--- src/rtl/sobel_frame_writer_pkg.sv ---
// Shared definitions for the Sobel frame endpoints: the frame FSM state type
// and the frame-size helpers used to size the pixel counters.
package sobel_frame_writer_pkg;

   typedef enum logic [1:0] {
      IDLE = 2'd0,
      RUN  = 2'd1,
      DONE = 2'd2
   } frame_state_e;

   function automatic int unsigned frame_pixels(input int unsigned w, input int unsigned h);
      return w * h;
   endfunction

   // Counter width able to hold the full pixel count (not just count-1).
   function automatic int unsigned frame_cnt_w(input int unsigned w, input int unsigned h);
      return $clog2(w * h + 1);
   endfunction

endpackage

--- src/rtl/frame_addr_counter.sv ---
// Pop/write counters and the raster address generator for one frame; flags
// whether more pixels may be popped and which accept completes the frame.
module frame_addr_counter
   import sobel_frame_writer_pkg::*;
#(
   parameter int unsigned IMG_WIDTH  = 720,
   parameter int unsigned IMG_HEIGHT = 540,
   parameter int unsigned AWIDTH     = 20,
   parameter int unsigned BASE_ADDR  = 0
) (
   input  logic              clock,
   input  logic              reset,
   input  logic              clear_i,
   input  logic              pop_i,
   input  logic              accept_i,
   output logic [AWIDTH-1:0] addr_o,
   output logic              pop_avail_o,
   output logic              last_wr_o
);

   localparam int unsigned N  = frame_pixels(IMG_WIDTH, IMG_HEIGHT);
   localparam int unsigned CW = frame_cnt_w(IMG_WIDTH, IMG_HEIGHT);
   localparam logic [CW-1:0]     N_C    = CW'(N);
   localparam logic [CW-1:0]     LAST_C = CW'(N - 1);
   localparam logic [CW-1:0]     ONE_C  = CW'(1);
   localparam logic [AWIDTH-1:0] BASE_C = AWIDTH'(BASE_ADDR);
   localparam logic [AWIDTH-1:0] ONE_A  = AWIDTH'(1);

   logic [CW-1:0]     pop_cnt_q, pop_cnt_d;
   logic [CW-1:0]     wr_cnt_q, wr_cnt_d;
   logic [AWIDTH-1:0] addr_q, addr_d;

   always_comb begin
      pop_cnt_d = pop_cnt_q;
      wr_cnt_d  = wr_cnt_q;
      addr_d    = addr_q;
      if (clear_i) begin
         pop_cnt_d = '0;
         wr_cnt_d  = '0;
         addr_d    = BASE_C;
      end else begin
         if (pop_i) begin
            pop_cnt_d = pop_cnt_q + ONE_C;
            addr_d    = addr_q + ONE_A;
         end
         if (accept_i) begin
            wr_cnt_d = wr_cnt_q + ONE_C;
         end
      end
   end

   always_ff @(posedge clock or negedge reset) begin
      if (!reset) begin
         pop_cnt_q <= '0;
         wr_cnt_q  <= '0;
         addr_q    <= BASE_C;
      end else begin
         pop_cnt_q <= pop_cnt_d;
         wr_cnt_q  <= wr_cnt_d;
         addr_q    <= addr_d;
      end
   end

   assign addr_o      = addr_q;
   assign pop_avail_o = (pop_cnt_q < N_C);
   assign last_wr_o   = accept_i && (wr_cnt_q == LAST_C);

endmodule

--- src/rtl/sobel_frame_writer.sv ---
// Drains the Sobel output FIFO into frame memory, one raster-order frame per start.
// Optional running pixel checksum output when FRAME_WRITER_CHECKSUM_EN is defined.
module sobel_frame_writer
   import sobel_frame_writer_pkg::*;
#(
   parameter int unsigned IMG_WIDTH  = 720,
   parameter int unsigned IMG_HEIGHT = 540,
   parameter int unsigned DWIDTH     = 8,
   parameter int unsigned AWIDTH     = 20,
   parameter int unsigned BASE_ADDR  = 0
) (
   input  logic              clock,
   input  logic              reset,
   input  logic              start,
   output logic              busy,
   output logic              frame_done,
   output logic              fifo_in_rd_en,
   input  logic [DWIDTH-1:0] fifo_in_dout,
   input  logic              fifo_in_empty,
   output logic              mem_wr_en,
   output logic [AWIDTH-1:0] mem_addr,
   output logic [DWIDTH-1:0] mem_wdata,
`ifdef FRAME_WRITER_CHECKSUM_EN
   output logic [31:0]       checksum,
`endif
   input  logic              mem_ready
);

   frame_state_e      state_q, state_d;
   logic              wr_en_q, wr_en_d;
   logic [AWIDTH-1:0] addr_q, addr_d;
   logic [DWIDTH-1:0] wdata_q, wdata_d;
   logic              start_acc, pop, accept, pop_avail, last_wr;
   logic [AWIDTH-1:0] next_addr;

   assign start_acc = (state_q == IDLE) && start;
   assign accept    = wr_en_q && mem_ready;
   // A pop may refill the output register in the same cycle its write is accepted.
   assign pop       = (state_q == RUN) && !fifo_in_empty && pop_avail && (!wr_en_q || mem_ready);

   frame_addr_counter #(
      .IMG_WIDTH  (IMG_WIDTH),
      .IMG_HEIGHT (IMG_HEIGHT),
      .AWIDTH     (AWIDTH),
      .BASE_ADDR  (BASE_ADDR)
   ) u_addr_cnt (
      .clock       (clock),
      .reset       (reset),
      .clear_i     (start_acc),
      .pop_i       (pop),
      .accept_i    (accept),
      .addr_o      (next_addr),
      .pop_avail_o (pop_avail),
      .last_wr_o   (last_wr)
   );

   always_comb begin
      state_d    = state_q;
      busy       = 1'b0;
      frame_done = 1'b0;
      case (state_q)
         IDLE: if (start) state_d = RUN;
         RUN: begin
            busy = 1'b1;
            if (last_wr) state_d = DONE;
         end
         DONE: begin
            frame_done = 1'b1;
            state_d    = IDLE;
         end
         default: state_d = IDLE;
      endcase
   end

   always_comb begin
      wr_en_d = wr_en_q;
      addr_d  = addr_q;
      wdata_d = wdata_q;
      if (pop) begin
         wr_en_d = 1'b1;
         addr_d  = next_addr;
         wdata_d = fifo_in_dout;
      end else if (accept) begin
         wr_en_d = 1'b0;
      end
   end

   always_ff @(posedge clock or negedge reset) begin
      if (!reset) begin
         state_q <= IDLE;
         wr_en_q <= 1'b0;
         addr_q  <= '0;
         wdata_q <= '0;
      end else begin
         state_q <= state_d;
         wr_en_q <= wr_en_d;
         addr_q  <= addr_d;
         wdata_q <= wdata_d;
      end
   end

   assign fifo_in_rd_en = pop;
   assign mem_wr_en     = wr_en_q;
   assign mem_addr      = addr_q;
   assign mem_wdata     = wdata_q;

`ifdef FRAME_WRITER_CHECKSUM_EN
   logic [31:0] cks_q, cks_d;

   always_comb begin
      cks_d = cks_q;
      if (start_acc) begin
         cks_d = '0;
      end else if (accept) begin
         cks_d = cks_q + 32'(wdata_q);
      end
   end

   always_ff @(posedge clock or negedge reset) begin
      if (!reset) begin
         cks_q <= '0;
      end else begin
         cks_q <= cks_d;
      end
   end

   assign checksum = cks_q;
`endif

endmodule

--- config.mk ---
export PLATFORM = sky130hd
export DESIGN_NAME = sobel_frame_writer
export DESIGN_NICKNAME = d
export VERILOG_FILES = /design/src/rtl/sobel_frame_writer_pkg.sv /design/src/rtl/frame_addr_counter.sv /design/src/rtl/sobel_frame_writer.sv
export SDC_FILE = /design/constraint.sdc
export NUM_CORES = 1
export LEC_CHECK = 0
export ABC_AREA = 1
export CAP_MARGIN = 20
export CORE_UTILIZATION = 45
export DETAILED_ROUTE_END_ITERATION = 8
export PLACE_DENSITY = 0.68
export SETUP_SLACK_MARGIN = 0.05
export SLEW_MARGIN = 5
export SYNTH_ARGS = -nofsm -noshare
export SYNTH_HDL_FRONTEND = slang
export SYNTH_SLANG_ARGS = --single-unit
--- constraint.sdc ---
create_clock -name clock -period 4.2 [get_ports clock]
set_input_delay 0.84 -clock clock [delete_from_list [all_inputs] [get_ports clock]]
set_output_delay 0.84 -clock clock [all_outputs]
set_load 0.1 [all_outputs]
==> results.yml, run 1 <==
worst_setup_path:
  crit_start: "fifo_in_empty"
  critPathKind: "primary input to primary output"
  cpMaxStageDelayCell: "clkdlybuf4s50_1"
  worstPathCellList: "clkdlybuf4s50_1, nand3b_1, nor2_1, nand2_2, nor2_8, buf_12"
  cp_top_family: "simple AND/OR/NAND/NOR gates"
  path_max_fanout: 20
  crit_path_start_kind: "primary input"
  r2r_start: "state_q[1]"
  worst-endpoint-arrival_ns: 2.19
  critPathCaptureType: "primary output"
  required_ns: 3.36
  r2r_slack_ns: 2.22
  slowest_delay_ns: 0.41
  crit_buf_inv: 2
pwr:
  total_leakage_power_nw: 2.64
  seq_power_share_pct: 46.5
  p_per_area_nw_per_um2: 410
  cellInternalPower_mw: 1.39
  swShare_pct: 38.6
  switching_power_mw: 0.871
  combPwrFrac_pct: 27.8
  power_frac_clock_pct: 25.7
  ir_drop_mv: 0.315
cts:
  insertion_delay_ns: 0.36
  post_cts_buffers: 0
  clockBufferDepth: 2
  cts_made_buffers: 9
  ctsResizeCount: 0
  clkTransAtPathRegs_ns: 0.08
  htreeDepth: 3
  holdBufCountCts: 0
  cts_tree: "built"
  cts-root-buf: "clkbuf_8"
  cts_sinks: 89
final_layout:
  drive_above_1_share_pct: 4.34
  final_net_count: 703
  antenna_cells: 0
  area_growth_pct: 13.8
  fin_util_pct: 53.2
  fillers: 991
  final_cell_area_sq_um: 5510
yosys:
  yosysWarningCount: 0
  synthAdderAreaFrac_pct: 0.775
  synth_area_sq_um: 4840
  postSynthCellCount: 653
  async_reset_ff_share_pct: 100
  synth-simple-area-share_pct: 37.9
  synth_edf_count: 0
  synth_seq_cells: 89
  synth.area.mux_share_pct: 0
  synth_cell_types: 30
  synth_top_family_by_area: "simple AND/OR/NAND/NOR gates"
  yosys_most_used_dff: "dfrtp_1"
  syn-num-nets: 669
  syn_area_per_cell_sq_um: 7.42
  synth_area_leaders: "dfrtp_1 (46%), nand2_1 (16%), nand3_1 (8.1%), nor2_1 (5.0%), inv_1 (4.7%)"
  ys_seq_area_share_pct: 46.0
  synth_top_cell_by_area: "dfrtp_1"
  synth.top_cell.area_share_pct: 46.0
  synth_xor_area_share_pct: 1.99
  synth_compound_area_share_pct: 4.96
  synth.most_common_cell: "nand2_1"
  ys_top_cells_by_count: "nand2_1 (207), dfrtp_1 (89), nand3_1 (78), nor2_1 (65), inv_1 (61)"
routing:
  wirelength_mm: 10.6
  wl_per_cell_um: 12.8
  via_per_inst: 5.22
  vias: 4323
  first_pass_iters: 6
  route.detailed.drc: 0
  antenna_left: 0
  drtIter0Drc: 262
global_routing:
  grt_usage_pct: 20.2
  grt_pass1_wl_mm: 18.4
  grt_pass1_vias: 4047
  met2_usage_pct: 32.1
  grt_most_used_layer: "met2"
  grt.met1_usage_pct: 27.6
  grt_max_degree: 94
  grt_util_met3_pct: 2.97
  antenna_found_initial: 0
  grt_overflow_total: 0
floorplanning:
  io_pins: 45
  rows: 37
  die_x_um: 106
  die_height_um: 106
  die_area_sq_um: 11200
  core_area_sq_um: 10400
  start_util_pct: 46.7
timing:
  period_needed_ns: 3.03
  rsz0062_at_grt: "false"
  hold_violations: 0
  fin_crit_sh_pct: 72.2
  max_freq_mhz: 330
  fin_tns_setup_ns: 0
  skew_ns: 0.0107
  timing.final.ws_setup_ns: 1.17
  slew_headroom_pct: 34.9
  worstMarginPinSlew_ns: 0.974
  hold_ws_ns: 0.475
  setup_violations: 0
  slew_viol_final: 0
place:
  io_buffers: 44
  hpwl_mm: 7.14
  post_dp_cell_area_sq_um: 5330
  globalplace.congestion: 0.862
  pre_cts_slack_ns: 1.17
hold_path:
  hp-start: "mem_wdata[4]"
  hold_path.class: "flip-flop to flip-flop"
run:
  cap_violations: 0
run_status:
  outcome: "complete, no violations"
-- cell usage in the layout, fill, tap and decap left out, types with 2 or more instances in the layout --
master           instances
nor3_1                  11
nor4_1                   2
nor2_1                  65
ha_1                     3
xor2_1                  11
nand3b_1                 6
nand4_1                 35
clkdlybuf4s50_1         42
buf_4                    4
and2_1                   4
or2_2                    4
inv_1                   61
clkbuf_8                 9
clkinv_2                 2
o21ai_1                 15
nand3_1                 77
nand2_1                207
a21oi_1                 13
clkbuf_1                 2
o21ai_0                 17
dfrtp_1                 89
-- worst reg2reg max path: stages, from the launching register on --
cell and delay (ns):
dfrtp_1 0.41, nor2_4 0.18, nand3b_1 0.10, nor2_1 0.14
nand2_2 0.11, nor2_8 0.30, buf_4 0.42, nand2_1 0.10
a21oi_1 0.14
-- power by group through the flow --
stage	Clock (mW)	Combinational, mW	Sequential (mW)
floorplan	0	0.252	1.29
global placement	0	0.622	1.06
detailed placement	0	0.632	1.07
CTS	0.597	0.633	1.05
global route	0.626	0.680	1.07
finish	0.581	0.627	1.05
-- final timing paths --
check                                           end  cells after the start
min                                    mem_wdata[4]                      2
min in group asynchronous              mem_wdata[2]                      1
min reg2reg                            mem_wdata[4]                      2
max                                   fifo_in_rd_en                      6
max in group asynchronous              mem_addr[16]                      2
max reg2reg                u_addr_cnt.pop_cnt_q[18]                      8
-- stage by stage --
step / cells / power [mW]
floorplan: 653 / 1.54
global placement: 812 / 1.68
detailed placement: 812 / 1.70
CTS: 828 / 2.28
global route: 828 / 2.37
finish: 828 / 2.26
-- registers in the layout, indices dropped and copies added (netlist names) --
| register | cells |
|---|---|
| mem_wdata | 8 |
| mem_addr | 20 |
| u_addr_cnt.wr_cnt_q | 19 |
| u_addr_cnt.pop_cnt_q | 19 |
| mem_wr_en | 1 |
| state_q | 2 |
| u_addr_cnt.addr_o | 20 |
-- cell type report --
type                            instances  area (sq um)  area share (%)
Clock inverter                          5          56.3            1.02
Multi-Input combinational cell        477          2220            40.2
Inverter                               63           241            4.38
Tap cell                              136           170            3.09
Timing Repair Buffer                   47           470            8.53
Sequential cell                        89          2230            40.4
Clock buffer                           11           131            2.38
-- per-layer routing --
layer	part of all wire, %	up-vias
met5	0	-
li1	-	2182
met1	47	2001
met2	46	119
met4	2.0	0
met3	4.6	21
-- logic make-up (layout without fill, tap and decap cells) --
logic type | after synthesis | count (layout)
compound gates | 47 | 47
xor+xnor | 11 | 11
fa+ha+maj | 3 | 3
buf+inv | 87 | 126
flops | 89 | 89
simple gates | 416 | 416
Power figures use the tool's default switching activity.
==> run 2: changes to the inputs <==
Settings changed: PLACE_DENSITY 0.68 to 0.71.
Clock period 4.2 ns to 2.7 ns, I/O delays scaled along.
==> results.yml, run 2 (synthesized netlist as in run 1, its figures left out) <==
cts:
  ctsResizeCount: 0
  holdBufCountCts: 0
  cts_sinks: 89
  cts_made_buffers: 9
  cts_tree: "built"
  clkTransAtPathRegs_ns: 0.08
  insertion_delay_ns: 0.36
  cts-root-buf: "clkbuf_8"
  post_cts_buffers: 0
  htreeDepth: 3
  clockBufferDepth: 2
worst_setup_path:
  crit_path_start_kind: "primary input"
  cpMaxStageDelayCell: "clkdlybuf4s50_1"
  worstPathCellList: "clkdlybuf4s50_1, nand3b_1, nor2_1, nand2_2, nor2_8, buf_12"
  slowest_delay_ns: 0.43
  critPathCaptureType: "primary output"
  required_ns: 2.16
  worst-endpoint-arrival_ns: 1.78
  r2r_slack_ns: 0.88
  critPathKind: "primary input to primary output"
  path_max_fanout: 8
final_layout:
  drive_above_1_share_pct: 9.20
  mostFrequentLayoutCell: "nand2_1"
  final_net_count: 707
  fin_cells: 832
  final_cell_area_sq_um: 5460
  area_growth_pct: 12.7
  antenna_cells: 0
  mostFrequentLayoutCells: "nand2_1 (207), dfrtp_1 (89), nand3_1 (77)"
global_routing:
  grt_max_degree: 82
  grt.met1_usage_pct: 27.0
  met2_usage_pct: 32.4
  grt_pass1_wl_mm: 18.4
  antenna_found_initial: 0
  grt_overflow_total: 0
  grt_util_met3_pct: 2.54
  grt_most_used_layer: "met2"
  grt_pass1_vias: 4041
  grt_usage_pct: 20.1
timing:
  max_freq_mhz: 430
  slew_viol_final: 0
  setup_violations: 0
  rsz0062_at_grt: "false"
  slew_headroom_pct: 63.8
  period_needed_ns: 2.32
  worstMarginPinSlew_ns: 0.542
  skew_ns: 0.00775
  fin_tns_setup_ns: 0
  hold_violations: 0
  fin_crit_sh_pct: 86.1
pwr:
  seq_power_share_pct: 48.3
  switching_power_mw: 1.34
  total_leakage_power_nw: 2.71
  p_per_area_nw_per_um2: 621
  combPwrFrac_pct: 28.6
  swShare_pct: 39.5
  cellInternalPower_mw: 2.05
  power_frac_clock_pct: 23.2
  ir_drop_mv: 0.522
run_status:
  outcome: "complete, no violations"
routing:
  via_per_inst: 5.22
  wirelength_mm: 10.5
  route.detailed.drc: 0
  wl_per_cell_um: 12.6
  vias: 4347
  first_pass_iters: 5
  antenna_left: 0
  drtIter0Drc: 357
place:
  io_buffers: 44
  hpwl_mm: 7.34
  post_dp_cell_area_sq_um: 5300
  placed_cells: 816
  globalplace.congestion: 0.870
floorplanning:
  io_pins: 45
  core_area_sq_um: 10400
  die_height_um: 106
  start_util_pct: 46.7
  die_area_sq_um: 11200
  rows: 37
  die_x_um: 106
hold_path:
  hold_path.class: "primary input to asynchronous set/reset pin"
run:
  cap_violations: 0
run 2: worst max-delay path, delay by kind of cell:
family,cells,cell delay [ns]
buffers and inverters,2,0.64
AND/OR/NAND/NOR,4,0.60
run 2: per-stage QoR:
stage | util [%] | power, mW | hold slack [ns] | setup slack [ns]
floorplan | - | 2.39 | 0.244 | 0.195
global placement | 51.1 | 2.61 | 0.455 | 0.389
detailed placement | 51.1 | 2.63 | 0.463 | 0.376
CTS | 52.6 | 3.42 | 0.112 | 0.372
global route | 52.6 | 3.58 | 0.139 | 0.305
finish | 52.6 | 3.39 | 0.108 | 0.376
run 2: metal layers:
metal,wire [um],vias to the layer above
li1,-,2192
met1,5000,2032
met2,4870,104
met3,385,19
met4,207,0
met5,0,-
run 2: area by class of cell:
class / instances / area (sq um)
multi-input cells: 477 / 2220
clock inverters: 4 / 20.0
well taps: 136 / 170
repair buffers: 51 / 448
clock buffers: 12 / 135
fillers: 1022 / 4910
flip-flops and latches: 89 / 2230
inverters: 63 / 241
run 2: path summary, 6_finish.rpt:
| kind | cells after the start | startpoint | endpoint |
|---|---|---|---|
| worst max-delay path | 6 | fifo_in_empty | fifo_in_rd_en |
| worst min-delay path | 1 | reset | mem_wdata[1] |
| worst max register to register | 9 | u_addr_cnt.pop_cnt_q[12] | u_addr_cnt.addr_o[19] |
| worst min register to register | 2 | mem_wdata[5] | mem_wdata[5] |
| max in group asynchronous | 2 | reset | u_addr_cnt.addr_o[18] |
| min in group clock | 2 | mem_wdata[5] | mem_wdata[5] |
run 2: power groups by stage:
| stage | Sequential (mW) | Combinational [mW] | Clock [mW] |
|---|---|---|---|
| 6_report | 1.64 | 0.968 | 0.785 |
| 5_1_grt | 1.66 | 1.05 | 0.871 |
| 4_1_cts | 1.63 | 0.978 | 0.808 |
| 3_5_place_dp | 1.66 | 0.977 | 0 |
| 3_3_place_gp | 1.65 | 0.961 | 0 |
| 2_1_floorplan | 2.00 | 0.393 | 0 |
==> edit (flow settings as in run 2) <==
`DWIDTH`: 8 -> 12.
--- a/src/rtl/sobel_frame_writer.sv
+++ b/src/rtl/sobel_frame_writer.sv
@@ -6,5 +6,5 @@
    parameter int unsigned IMG_WIDTH  = 720,
    parameter int unsigned IMG_HEIGHT = 540,
-   parameter int unsigned DWIDTH     = 8,
+   parameter int unsigned DWIDTH     = 12,
    parameter int unsigned AWIDTH     = 20,
    parameter int unsigned BASE_ADDR  = 0
Ports: changed (resized fifo_in_dout and mem_wdata); port bits go from 45 to 53. The function was not compared with the original's and may differ.
==> edit against run 2 <==
Count of clock-buffer cells in the layout fell by 2; sequential cell count grew 4; first-iteration DRC count decreased by 19%; via count is 2.4% higher; utilization is 1.9 points higher; area after synthesis grew 1.9%; highest routed layer unchanged; worst setup slack better by 93 ps; cell area increased by 4.5%; power increased by 14%; wire length increased by 6.0%.
==> edit: results <==
[worst_setup_path]
cp_slowest_stage_delay_ps = 400
cp_max_fo = 5
worstPathArrival_ps = 1690
r2r-start = state_q[1]
reg2reg_depth = 5
rr_endpoint = u_addr_cnt.wr_cnt_q[15]

[global_routing]
grt_max_degree = 87
grt_pass1_vias = 4284
grt_pass1_wl_microns = 19200

[layout]
layout.cells.non_filler = 848
drive_gt1_frac = 0.0969
nets = 727
n_fill_cell = 961

[logic_synthesis]
ys_top_cells_by_count = nand2_1 (211), dfrtp_1 (93), nand3_1 (76), nor2_1 (69), inv_1 (59)
syn_avg_cell_area_sq_um = 7.46
syn_nets = 682
synth_compound_area_frac = 0.0532
seq_area_frac_synth = 0.471
ys_types = 27
synthAdderAreaFrac = 0.00760

[pwr]
vdd_ir_drop_max_v = 0.000549
clkPwrFrac = 0.270
p_leak_nw = 2.75
p_comb_mw = 1.11

[drt]
num_vias = 4451
wl_per_cell_microns = 13.1

[cts]
path_clk_slew_ps = 100

[outcome]
outcome = complete, no violations

[timing]
fin_skew_ps = 8.46

[placement]
port_buffers = 52
place_inst = 832
[edit: cell count changes in the layout (fill, tap and decap cells not counted), sizes merged, moves of 2 or more]
cell	before	now
clkdlybuf4s50	11	15
o21ai	32	35
bufinv	0	2
clkbuf	12	10
nand2	208	211
nand3	78	76
o21a	0	2
dfrtp	89	93
buf	40	43
nor2	68	71
inv	63	61
a21oi	13	11
[edit: cell families (layout without fill, tap and decap cells)]
family	after synthesis	count (layout)
AO/OA/AOI/OAI	50	50
XOR/XNOR	12	12
adder cells (fa/ha/maj)	3	3
buffers and inverters	85	135
flip-flops	93	93
AND/OR/NAND/NOR	419	419
[edit: cell type report]
| cell class | instances | area (sq um) | share of cell area |
|---|---|---|---|
| clock inverter | 6 | 86.3 | 0.0151 |
| timing repair buffer | 58 | 510 | 0.0895 |
| inverter | 61 | 229 | 0.0401 |
| clock buffer | 10 | 138 | 0.0241 |
| sequential | 93 | 2330 | 0.408 |
| tap | 136 | 170 | 0.0298 |
| multi-input combinational | 484 | 2240 | 0.393 |
[edit: per-layer routing]
metal / wire [microns] / vias up / track usage
li1: - / 2232 / -
met1: 5310 / 2082 / 0.277
met2: 5170 / 127 / 0.348
met3: 473 / 10 / 0.0267
met4: 135 / 0 / 0.0822
met5: 0 / - / 0
[edit: through the flow]
stage	cell area [sq um]	hold slack, ps	worst slack, ps	util
final	5710	87.7	469	0.545
after global routing	5710	84.7	401	0.545
after CTS	5710	86.2	449	0.545
after detailed placement	5480	462	386	0.524
after global placement	5480	456	454	0.524
after floorplan	4940	244	144	-
